## config.mk

```make
export PLATFORM = sky130hd
export DESIGN_NAME = delay_arb
export DESIGN_NICKNAME = d
export VERILOG_FILES = /design/src/rtl/delay_arb.sv
export SDC_FILE = /design/constraint.sdc
export NUM_CORES = 1
export LEC_CHECK = 0
export ABC_AREA = 1
export CORE_MARGIN = 2
export CORE_UTILIZATION = 50
export DETAILED_ROUTE_END_ITERATION = 10
export PLACE_DENSITY = 0.86
export SYNTH_ARGS = -nofsm -noshare
export SYNTH_HDL_FRONTEND = slang
export SYNTH_SLANG_ARGS = --single-unit
```

## constraint.sdc

```tcl
create_clock -name sys_clk -period 5.3 [get_ports sys_clk]
set_clock_uncertainty 0.2 [all_clocks]
set_input_delay 1.06 -clock sys_clk [delete_from_list [all_inputs] [get_ports sys_clk]]
set_output_delay 1.06 -clock sys_clk [all_outputs]
set_load 0.005 [all_outputs]
```

## src/rtl/delay_arb.sv

```systemverilog
// Two-requester Avalon-ST packet arbiter feeding a delay line, plus a
// switch-driven flush sequencer that walks the delay line's full address range.
package delay_arb_pkg;

    localparam int DATA_W  = 32;
    localparam int EMPTY_W = 2;

    typedef struct packed {
        logic [DATA_W-1:0]  data;
        logic               sop;
        logic               eop;
        logic [EMPTY_W-1:0] empty;
        logic               valid;
    } avln_st;

endpackage

// state  | meaning
// IDLE   | no owner; pick flush or a requester, discard stray non-sop beats
// GRANT0 | in0 owns the output until its eop beat is accepted
// GRANT1 | in1 owns the output until its eop beat is accepted
// FLUSH  | flush_ctl = 01 for 2**ADDR_W cycles, or until SW[1] aborts
module delay_arb
    import delay_arb_pkg::*;
#(
    parameter int ADDR_W  = 16,
    parameter int FLUSH_W = ADDR_W + 1
) (
    input  logic        sys_clk,
    input  logic        reset_n,
    input  avln_st      in0,
    input  avln_st      in1,
    output logic        rdy0,
    output logic        rdy1,
    input  logic [17:0] SW,
    output avln_st      out,
    output logic [1:0]  flush_ctl,
    output logic [15:0] pkt_cnt0,
    output logic [15:0] pkt_cnt1,
    output logic [15:0] drop_cnt,
    output logic        busy
);

    typedef enum logic [1:0] {
        IDLE   = 2'd0,
        GRANT0 = 2'd1,
        GRANT1 = 2'd2,
        FLUSH  = 2'd3
    } state_t;

    localparam logic [FLUSH_W-1:0] FLUSH_LAST = FLUSH_W'((64'd1 << ADDR_W) - 64'd1);

    state_t             state;
    state_t             state_nxt;
    logic               rr;
    logic [FLUSH_W-1:0] flush_cnt;
    logic               sw1_q;

    logic flush_req;
    logic req0;
    logic req1;
    logic stray0;
    logic stray1;
    logic acc0;
    logic acc1;
    logic gacc0;
    logic gacc1;
    logic drop0;
    logic drop1;
    logic done0;
    logic done1;
    logic flush_end;

    logic [1:0]  drop_add;
    logic [16:0] drop_sum;
    logic        unused_sw;

    assign unused_sw = ^SW[17:2];

    assign flush_req = SW[0] & ~SW[1];
    assign req0      = in0.valid & in0.sop;
    assign req1      = in1.valid & in1.sop;
    assign stray0    = in0.valid & ~in0.sop;
    assign stray1    = in1.valid & ~in1.sop;

    always_comb begin
        rdy0 = 1'b0;
        rdy1 = 1'b0;
        case (state)
            GRANT0:  rdy0 = 1'b1;
            GRANT1:  rdy1 = 1'b1;
            IDLE: begin
                rdy0 = stray0;
                rdy1 = stray1;
            end
            default: ;
        endcase
    end

    assign acc0  = in0.valid & rdy0;
    assign acc1  = in1.valid & rdy1;
    assign gacc0 = acc0 & (state == GRANT0);
    assign gacc1 = acc1 & (state == GRANT1);
    assign drop0 = acc0 & (state == IDLE);
    assign drop1 = acc1 & (state == IDLE);
    assign done0 = gacc0 & in0.eop;
    assign done1 = gacc1 & in1.eop;

    // SW[1] aborts a flush at once; otherwise it ends on the last address.
    assign flush_end = SW[1] | (flush_cnt == FLUSH_LAST);

    always_comb begin
        state_nxt = state;
        case (state)
            IDLE: begin
                if (flush_req) begin
                    state_nxt = FLUSH;
                end else if (req0 && req1) begin
                    state_nxt = rr ? GRANT1 : GRANT0;
                end else if (req0) begin
                    state_nxt = GRANT0;
                end else if (req1) begin
                    state_nxt = GRANT1;
                end
            end
            GRANT0: begin
                if (done0) begin
                    state_nxt = IDLE;
                end
            end
            GRANT1: begin
                if (done1) begin
                    state_nxt = IDLE;
                end
            end
            FLUSH: begin
                if (flush_end) begin
                    state_nxt = IDLE;
                end
            end
            default: state_nxt = IDLE;
        endcase
    end

    always_ff @(posedge sys_clk or negedge reset_n) begin
        if (!reset_n) begin
            state <= IDLE;
        end else begin
            state <= state_nxt;
        end
    end

    always_ff @(posedge sys_clk or negedge reset_n) begin
        if (!reset_n) begin
            rr <= 1'b0;
        end else if (done0) begin
            rr <= 1'b1;
        end else if (done1) begin
            rr <= 1'b0;
        end
    end

    always_ff @(posedge sys_clk or negedge reset_n) begin
        if (!reset_n) begin
            flush_cnt <= '0;
        end else if ((state == FLUSH) && (state_nxt == FLUSH)) begin
            flush_cnt <= flush_cnt + 1'b1;
        end else begin
            flush_cnt <= '0;
        end
    end

    always_ff @(posedge sys_clk or negedge reset_n) begin
        if (!reset_n) begin
            sw1_q <= 1'b0;
        end else begin
            sw1_q <= SW[1];
        end
    end

    // data/empty hold between beats; only the qualifiers drop back to 0.
    always_ff @(posedge sys_clk or negedge reset_n) begin
        if (!reset_n) begin
            out <= '0;
        end else if (gacc0) begin
            out <= in0;
        end else if (gacc1) begin
            out <= in1;
        end else begin
            out.valid <= 1'b0;
            out.sop   <= 1'b0;
            out.eop   <= 1'b0;
        end
    end

    always_ff @(posedge sys_clk or negedge reset_n) begin
        if (!reset_n) begin
            pkt_cnt0 <= '0;
            pkt_cnt1 <= '0;
        end else begin
            if (done0) begin
                pkt_cnt0 <= pkt_cnt0 + 16'd1;
            end
            if (done1) begin
                pkt_cnt1 <= pkt_cnt1 + 16'd1;
            end
        end
    end

    assign drop_add = {1'b0, drop0} + {1'b0, drop1};
    assign drop_sum = {1'b0, drop_cnt} + {15'd0, drop_add};

    always_ff @(posedge sys_clk or negedge reset_n) begin
        if (!reset_n) begin
            drop_cnt <= '0;
        end else begin
            drop_cnt <= drop_sum[16] ? 16'hFFFF : drop_sum[15:0];
        end
    end

    assign flush_ctl = {sw1_q, (state == FLUSH)};
    assign busy      = (state != IDLE);

endmodule

```

==> results.toml, run 1 <==
[global_route]
grt_usage = 0.238
gr-usage-met2 = 0.408
antenna_found_initial = 1
grt_max_degree = 68
gr-usage-met3 = 0.0593
use_met1 = 0.291
grt-ovfl-total = 0
busiest_layer = "met2"
grt_pass1_vias = 4944
grt_pass1_wl_um = 22700

[worst_setup_path]
cpMaxStageDelayCell = "clkdlybuf4s50_1"
crit_fanout = 14
slowest_delay_ps = 530
cp.arrival_ps = 3890
crit_required_ps = 5390
crit_buf_inv = 3
worstSetupPathType = "input port to flop"
crit_path_end_kind = "flop"
cp_cell_sequence = "clkdlybuf4s50_1, inv_1, nor2_1, nand2_1, fa_1, inv_1, ha_1, nand3_1, nor3_2, nand3b_1, nand3_1"
cp_top_family = "simple AND/OR/NAND/NOR gates"
crit_path_start_kind = "input port"

[cells_and_area]
drive_gt1_frac = 0.0832
nets = 936
postLayoutCoreUtil = 0.691
synthToLayoutAreaGrowth_pct = 34.6
fillers = 892
n_antenna_cell = 0

[logic_synthesis]
synthesis.area_sq_um = 5560
synth_mux_area_frac = 0
ys_ff_latch = 106
synthDistinctLibCells = 35
ys_async_sr_fraction = 1.00
synth_simple_gate_area_frac = 0.313
synthCells = 679
synthAdderAreaFrac = 0.0148
synth-warning-count = 0
yosysSeqAreaShare = 0.477
synth_xor_area_frac = 0.0441
syn_avg_cell_area_sq_um = 8.19
synth_edf_count = 0
synth_top_family_by_area = "simple AND/OR/NAND/NOR gates"
synth-compound-area-share = 0.0839
synthesis.nets = 779
synth_ff_type = "dfrtp_1"

[floorplanning]
coreArea_sq_um = 10800
die_area_sq_um = 12000
die-width_um = 109
die_y_um = 109
io_pins = 184
initial_core_util = 0.513
num_rows = 38

[clock_tree]
tritoncts = "built"
cts_setup_buffers = 0
cts_resized = 0
clk_pin_slew_ps = 90
hold_buffers = 0
cts_sinks = 106
h-tree-depth = 3
numCtsBuffers = 9
clock-root-buffer = "clkbuf_8"
ctsLongestPathBuffers = 2
clock_latency_ps = 360

[route]
drc = 0
vias = 5109
drtPass1Iterations = 5
viasPerCell = 5.21
ant_nets = 0
drt_iter0_drc = 314
wl_per_cell_um = 14.7
routed_wl_um = 14400

[power]
p_leak_uw = 0.00342
ir_drop_v = 0.000235
power_density_nw_per_um2 = 387

[sta]
hold_viol = 0
tightest_slew_ps = 1130
slew_viol_final = 0
setup_viol = 0
max_slew_margin = 0.243
layout_min_cycle_time_ps = 3800
fmax_mhz = 263
setup-tns-final_ps = 0
rsz0062_at_grt = "false"
fin_crit_sh = 0.716

[outcome]
outcome = "completed"

[place]
io_buffers = 167
dpl.hpwl_um = 10600
gp_congestion = 0.880

[min_path]
hp-class = "flop to flop"

[job]
cap_violations = 0
cell usage in the layout (no fill, tap or decap), drive strengths merged, types with 2 or more instances in the layout:
master	Yosys	final
o21ai	19	19
nand3b	7	7
buf	18	2
clkbuf	4	12
nand2	191	191
nor3	15	15
xnor2	11	11
ha	5	5
inv	66	66
o211ai	33	33
a21oi	10	10
nand3	55	55
clkdlybuf4s50	0	166
or2	34	34
dfrtp	106	106
nor2	68	68
clkinvlp	0	2
xor2	17	17
nand4	13	13
o22ai	2	2
stage by stage:
step                      area (sq um)  hold WS [ps]  total power (uW)  std cells  setup WS (ps)
after floorplan                   5560           233              1770        679           2260
after global placement            7290           245              2360        965           1270
after detailed placement          7290           254              2400        965           1100
after CTS                         7490           267              2920        981           1510
after global routing              7490           287              3110        981           1210
final                             7490           265              2900        981           1500
metal layers:
| layer | vias to the layer above | routed length [um] | share of wire |
|---|---|---|---|
| met5 | - | 19 | 0.0013 |
| met4 | 2 | 333 | 0.023 |
| met3 | 33 | 1100 | 0.076 |
| met2 | 151 | 7090 | 0.49 |
| met1 | 2414 | 5860 | 0.41 |
| li1 | 2509 | - | - |
logic make-up (layout without fill, tap and decap cells):
group,count (synthesis),count (layout)
fa+ha+maj,6,6
buf+inv,88,250
simple gates,384,384
compound gates,67,67
flops,106,106
xor+xnor,28,28
state kept, by name (all words and copies together) (netlist names):
name	flops
drop_cnt	16
flush_cnt	17
out	37
pkt_cnt0	16
pkt_cnt1	16
rr	1
state	2
sw1_q	1
synth_stat cells (3+ instances only):
cell type | count | area, sq um
inv_1 | 65 | 244
nor2_1 | 65 | 244
nand4_1 | 13 | 81.3
nor3_1 | 12 | 60.1
nor3_2 | 3 | 30.0
a21oi_1 | 10 | 50.1
o211ai_2 | 8 | 100
dfrtp_1 | 106 | 2650
xor2_1 | 17 | 149
nand2_1 | 188 | 706
xnor2_1 | 11 | 96.3
ha_1 | 5 | 62.6
o211ai_1 | 25 | 188
buf_6 | 3 | 33.8
buf_4 | 3 | 22.5
o21ai_0 | 19 | 95.1
nand3_1 | 54 | 270
buf_2 | 11 | 55.1
or2_2 | 34 | 213
nand3b_1 | 7 | 52.6
clkbuf_1 | 4 | 15.0
worst paths after layout:
| check | start | endpoint | slack [ps] | cells after the start |
|---|---|---|---|---|
| min in group asynchronous | reset_n | pkt_cnt1[6] | 550 | 1 |
| min reg2reg | flush_cnt[0] | flush_cnt[0] | 270 | 1 |
| max in group asynchronous | reset_n | out[13] | 3280 | 2 |
| max reg2reg | state[0] | drop_cnt[8] | 2050 | 9 |
| max | in0[0] | drop_cnt[8] | 1500 | 11 |
| min | flush_cnt[0] | flush_cnt[0] | 270 | 1 |
where the power goes:
group | switching, uW | internal [uW]
logic | 553 | 642
registers | 166 | 1020
clock network | 271 | 244
total | 990 | 1910
cell type report:
type                       instances  area [sq um]  share of cell area
sequential                       106          2650               0.354
timing repair buffer             168          1680               0.224
inverter                          66           248              0.0331
clock inverter                     4          50.0             0.00668
tap                              140           175              0.0234
clock buffer                      12           155              0.0207
multi-input combinational        485          2530               0.338
(Power assumes the default switching activity.)
==> inputs of run 2 (changes only) <==
--- a/config.mk
+++ b/config.mk
@@ -7,9 +7,9 @@
 export LEC_CHECK = 0
 export ABC_AREA = 1
 export CORE_MARGIN = 2
-export CORE_UTILIZATION = 50
+export CORE_UTILIZATION = 46
 export DETAILED_ROUTE_END_ITERATION = 10
-export PLACE_DENSITY = 0.86
+export PLACE_DENSITY = 0.8
 export SYNTH_ARGS = -nofsm -noshare
 export SYNTH_HDL_FRONTEND = slang
 export SYNTH_SLANG_ARGS = --single-unit
==> constraint.sdc (replaced) <==
create_clock -name sys_clk -period 3.9 [get_ports sys_clk]
set_clock_uncertainty 0.2 [all_clocks]
set_input_delay 0.78 -clock sys_clk [delete_from_list [all_inputs] [get_ports sys_clk]]
set_output_delay 0.78 -clock sys_clk [all_outputs]
set_load 0.005 [all_outputs]
==> results.toml, run 2 (synthesis results as in run 1) <==
[clock_tree]
ctsLongestPathBuffers = 2
numCtsBuffers = 9
cts_setup_buffers = 0
h-tree-depth = 3
cts_sinks = 106
clock_latency_ps = 340
hold_buffers = 0
clk_pin_slew_ps = 70
tritoncts = "built"
cts_resized = 0
clock-root-buffer = "clkbuf_16"

[power]
p_leak_uw = 0.00350
power_density_nw_per_um2 = 554
swShare = 0.330
p_switching_uw = 1400
ir_drop_v = 0.000353
clkPwrFrac = 0.227
p_comb_frac = 0.390
power.internal_uw = 2840
seqPwrFrac = 0.384

[min_path]
hp-class = "input port to asynchronous set/reset pin"

[global_route]
grt_usage = 0.222
antenna_found_initial = 0
grt_pass1_wl_um = 23300
grt_pass1_vias = 5020
grt-ovfl-total = 0
grt_max_degree = 54

[sta]
rsz0062_at_grt = "false"
layout_min_cycle_time_ps = 3250
fmax_mhz = 308
tightest_slew_ps = 668
setup-tns-final_ps = 0
setup_slack_ps = 654
hold_viol = 0
fin_crit_sh = 0.832
hold-worst-slack_ps = 261
setup_viol = 0
slew_viol_final = 0
max_slew_margin = 0.555

[worst_setup_path]
crit_buf_inv = 3
cp_top_family = "buffers and inverters"
cpMaxStageDelayCell = "clkdlybuf4s50_1"
cp.arrival_ps = 2270
worstSetupPathType = "input port to output port"
crit_required_ps = 2920
cp_cell_sequence = "clkdlybuf4s50_1, inv_1, nor2_1, nand2_1, nand2_1, clkdlybuf4s50_1"
slowest_delay_ps = 550
crit_path_end_kind = "output port"
crit_fanout = 4
crit_path_start_kind = "input port"

[place]
gp_congestion = 0.852
placed_cells = 978
io_buffers = 167
place_ws_ps = 369
dpl.hpwl_um = 10600

[cells_and_area]
largest_reg_flops = 37
n_antenna_cell = 0
reg_top3 = "out x37, flush_cnt x17"
nets = 942
largest-register = "out"
fillers = 972
stdcell_count = 994
register_area_sq_um = 2650
multiInputGateArea_sq_um = 2530
drive_gt1_frac = 0.0897
synthToLayoutAreaGrowth_pct = 37.6
final_common_cell = "nand2_1"
final_cell_mix = "nand2_1 (188), clkdlybuf4s50_1 (166), dfrtp_1 (106), inv_1 (65), nor2_1 (65)"

[floorplanning]
die-width_um = 114
coreArea_sq_um = 11900
num_rows = 40
io_pins = 184
initial_core_util = 0.467
die_y_um = 114
die_area_sq_um = 13000

[route]
dr.max_layer_used = "met4"
drtPass1Iterations = 5
routed_wl_um = 14400
dr_wl_met2_um = 6960
ant_nets = 0
vias = 5179
drc = 0
viasPerCell = 5.21
met3_length_um = 983
drt_iter0_drc = 360
wl_per_cell_um = 14.5
wl_met1_um = 6100

[job]
cap_violations = 0

[outcome]
outcome = "completed"
[run 2: cell count changes in the layout (fill, tap and decap cells not counted)]
cell	delta
buf_4	+6
inv_6	+1
clkbuf_16	+9
clkinvlp_4	-1
bufinv_16	+1
clkinv_4	+1
clkbuf_8	-11
[run 2: layout make-up]
cell class / instances / area share
repair buffers: 174 / 0.225
well taps: 147 / 0.0240
multi-input cells: 485 / 0.331
inverters: 66 / 0.0323
clock inverters: 6 / 0.0118
flip-flops and latches: 106 / 0.346
clock buffers: 10 / 0.0299
[run 2: worst paths after layout]
| kind | start | cells past startpoint | slack [ps] | to |
|---|---|---|---|---|
| min in group sys_clk | flush_cnt[0] | 1 | 280 | flush_cnt[0] |
| max in group asynchronous | reset_n | 2 | 2390 | pkt_cnt0[6] |
| setup / recovery | in0[0] | 6 | 650 | rdy0 |
| hold / removal | reset_n | 1 | 260 | drop_cnt[12] |
| setup reg to reg | state[0] | 10 | 1040 | drop_cnt[11] |
| hold reg to reg | flush_cnt[0] | 1 | 280 | flush_cnt[0] |
[run 2: power by group through the flow]
stage / Sequential (uW) / Clock, uW / Combinational [uW]
5_1_grt: 1660 / 1040 / 1820
2_1_floorplan: 1630 / 0 / 777
6_report: 1630 / 961 / 1650
3_3_place_gp: 1620 / 0 / 1600
4_1_cts: 1620 / 987 / 1670
3_5_place_dp: 1640 / 0 / 1650
[run 2: per-layer routing]
| metal | GRT usage | up-vias |
|---|---|---|
| li1 | - | 2516 |
| met1 | 0.286 | 2446 |
| met2 | 0.368 | 186 |
| met3 | 0.0478 | 31 |
| met4 | 0.0837 | 0 |
| met5 | 0 | - |
[run 2: worst reg2reg max path, stage by stage, from the launching register on]
cell and delay, ps:
dfrtp_1 490, nor2_1 300, nand3b_1 190, fa_1 420, inv_1 70, ha_1 170
nand3_1 170, nor3_2 330, nand3b_1 170, buf_4 200, nand3_1 80
[run 2: through the flow]
step	cell area [sq um]	power (uW)	util
after floorplan	5560	2410	-
after global placement	7340	3220	0.616
after CTS	7660	4270	0.643
after detailed placement	7340	3290	0.616
final	7660	4240	0.643
after global routing	7660	4520	0.643
==> inputs of run 3 (changes only) <==
==> constraint.sdc (replaced) <==
create_clock -name sys_clk -period 3.15 [get_ports sys_clk]
set_clock_uncertainty 0.2 [all_clocks]
set_input_delay 0.63 -clock sys_clk [delete_from_list [all_inputs] [get_ports sys_clk]]
set_output_delay 0.63 -clock sys_clk [all_outputs]
set_load 0.005 [all_outputs]
==> results.toml, run 3 (synthesis results as in run 1) <==
[outcome]
outcome = "completed"

[floorplanning]
coreArea_sq_um = 11900
io_pins = 184
die_area_sq_um = 13000
die_y_um = 114
num_rows = 40
die-width_um = 114
initial_core_util = 0.467

[power]
power_uw = 5400
ir_drop_v = 0.000401
p_leak_uw = 0.00354
power_density_nw_per_um2 = 697

[place]
gp_congestion = 0.884
io_buffers = 167
place_ws_ps = 3.43
dpl.hpwl_um = 10700

[route]
vias = 5148
wl_per_cell_um = 14.9
viasPerCell = 5.16
routed_wl_um = 14800
ant_nets = 0
drt_iter0_drc = 300
drtPass1Iterations = 5
drc = 0

[sta]
rsz0062_at_grt = "false"
setup_viol = 0
layout_min_cycle_time_ps = 2860
max_slew_margin = 0.604
hold_viol = 0
tightest_slew_ps = 590
fmax_mhz = 349
setup-tns-final_ps = 0
setup_slack_ps = 285
slew_viol_final = 0
hold-worst-slack_ps = 52.0
fin_crit_sh = 0.909

[worst_setup_path]
crit_path_start_kind = "flop"
worstSetupPathType = "flop to output port"
crit_required_ps = 2320
cp.arrival_ps = 2030
crit_fanout = 7
crit_path_end_kind = "output port"

[global_route]
grt_pass1_wl_um = 23800
grt_pass1_vias = 5039
antenna_found_initial = 0
grt_usage = 0.230
grt-ovfl-total = 0
grt_max_degree = 69

[clock_tree]
numCtsBuffers = 9
clock_latency_ps = 350
cts_setup_buffers = 0
cts_sinks = 106
hold_buffers = 0
cts_resized = 0
clk_pin_slew_ps = 70
h-tree-depth = 3
tritoncts = "built"
ctsLongestPathBuffers = 2
clock-root-buffer = "clkbuf_16"

[cells_and_area]
largest_reg_flops = 37
nets = 945
final_common_cell = "nand2_1"
final_cell_mix = "nand2_1 (188), clkdlybuf4s50_1 (166), dfrtp_1 (106), inv_1 (65), nor2_1 (65)"
synthToLayoutAreaGrowth_pct = 39.1
n_antenna_cell = 0
largest-register = "out"
drive_gt1_frac = 0.0941
reg_top3 = "out x37, flush_cnt x17"

[min_path]
hp-class = "input port to asynchronous set/reset pin"

[job]
cap_violations = 0
-- run 3: cell count changes in the layout (fill, tap and decap cells not counted) --
cell and delta:
buf_12 +2, clkbuf_1 -1, bufinv_16 +1, inv_6 -1
clkinv_4 -1, clkinvlp_4 -1, clkbuf_8 +2, clkinv_2 +1
buf_4 +1
-- run 3: power breakdown --
group | internal, uW | total (uW) | switching, uW | leakage [uW]
sequential | 1730 | 2010 | 286 | 0.00135
combinational | 1110 | 2060 | 954 | 0.00202
clock | 818 | 1320 | 505 | 0.000176
total | 3650 | 5400 | 1750 | 0.00354
-- run 3: path summary, 6_finish.rpt --
path | from | end | slack (ps) | cells after the start
min in group sys_clk | flush_cnt[0] | flush_cnt[0] | 270 | 1
worst max register to register | state[0] | drop_cnt[10] | 320 | 10
worst max-delay path | state[0] | rdy1 | 290 | 4
max in group asynchronous | reset_n | pkt_cnt1[4] | 1960 | 2
worst min-delay path | reset_n | drop_cnt[12] | 50 | 1
worst min register to register | flush_cnt[0] | flush_cnt[0] | 270 | 1
-- run 3: cell type report --
| cell class | count | area, sq um |
|---|---|---|
| repair buffers | 177 | 1770 |
| clock inverters | 5 | 100 |
| inverters | 66 | 248 |
| multi-input cells | 485 | 2530 |
| well taps | 147 | 184 |
| fillers | 1003 | 4170 |
| clock buffers | 11 | 253 |
| flip-flops and latches | 106 | 2650 |
-- run 3: layer usage --
metal	vias to the layer above	track usage	share of wire
met3	31	0.0510	0.066
met2	175	0.384	0.48
met4	0	0.101	0.031
met5	-	0	0
met1	2428	0.287	0.42
li1	2514	-	-
-- run 3: per-stage QoR --
step / area [sq um] / util / cells
CTS: 7740 / 0.650 / 997
global placement: 7390 / 0.620 / 981
global route: 7740 / 0.650 / 997
finish: 7740 / 0.650 / 997
detailed placement: 7390 / 0.620 / 981
floorplan: 5560 / - / 679
-- run 3: critical path, cell delays in order, from the launching register on --
cell	delay (ps)
dfrtp_1	490
nor2_1	310
nand3b_1	220
nand2_1	100
clkdlybuf4s50_1	550
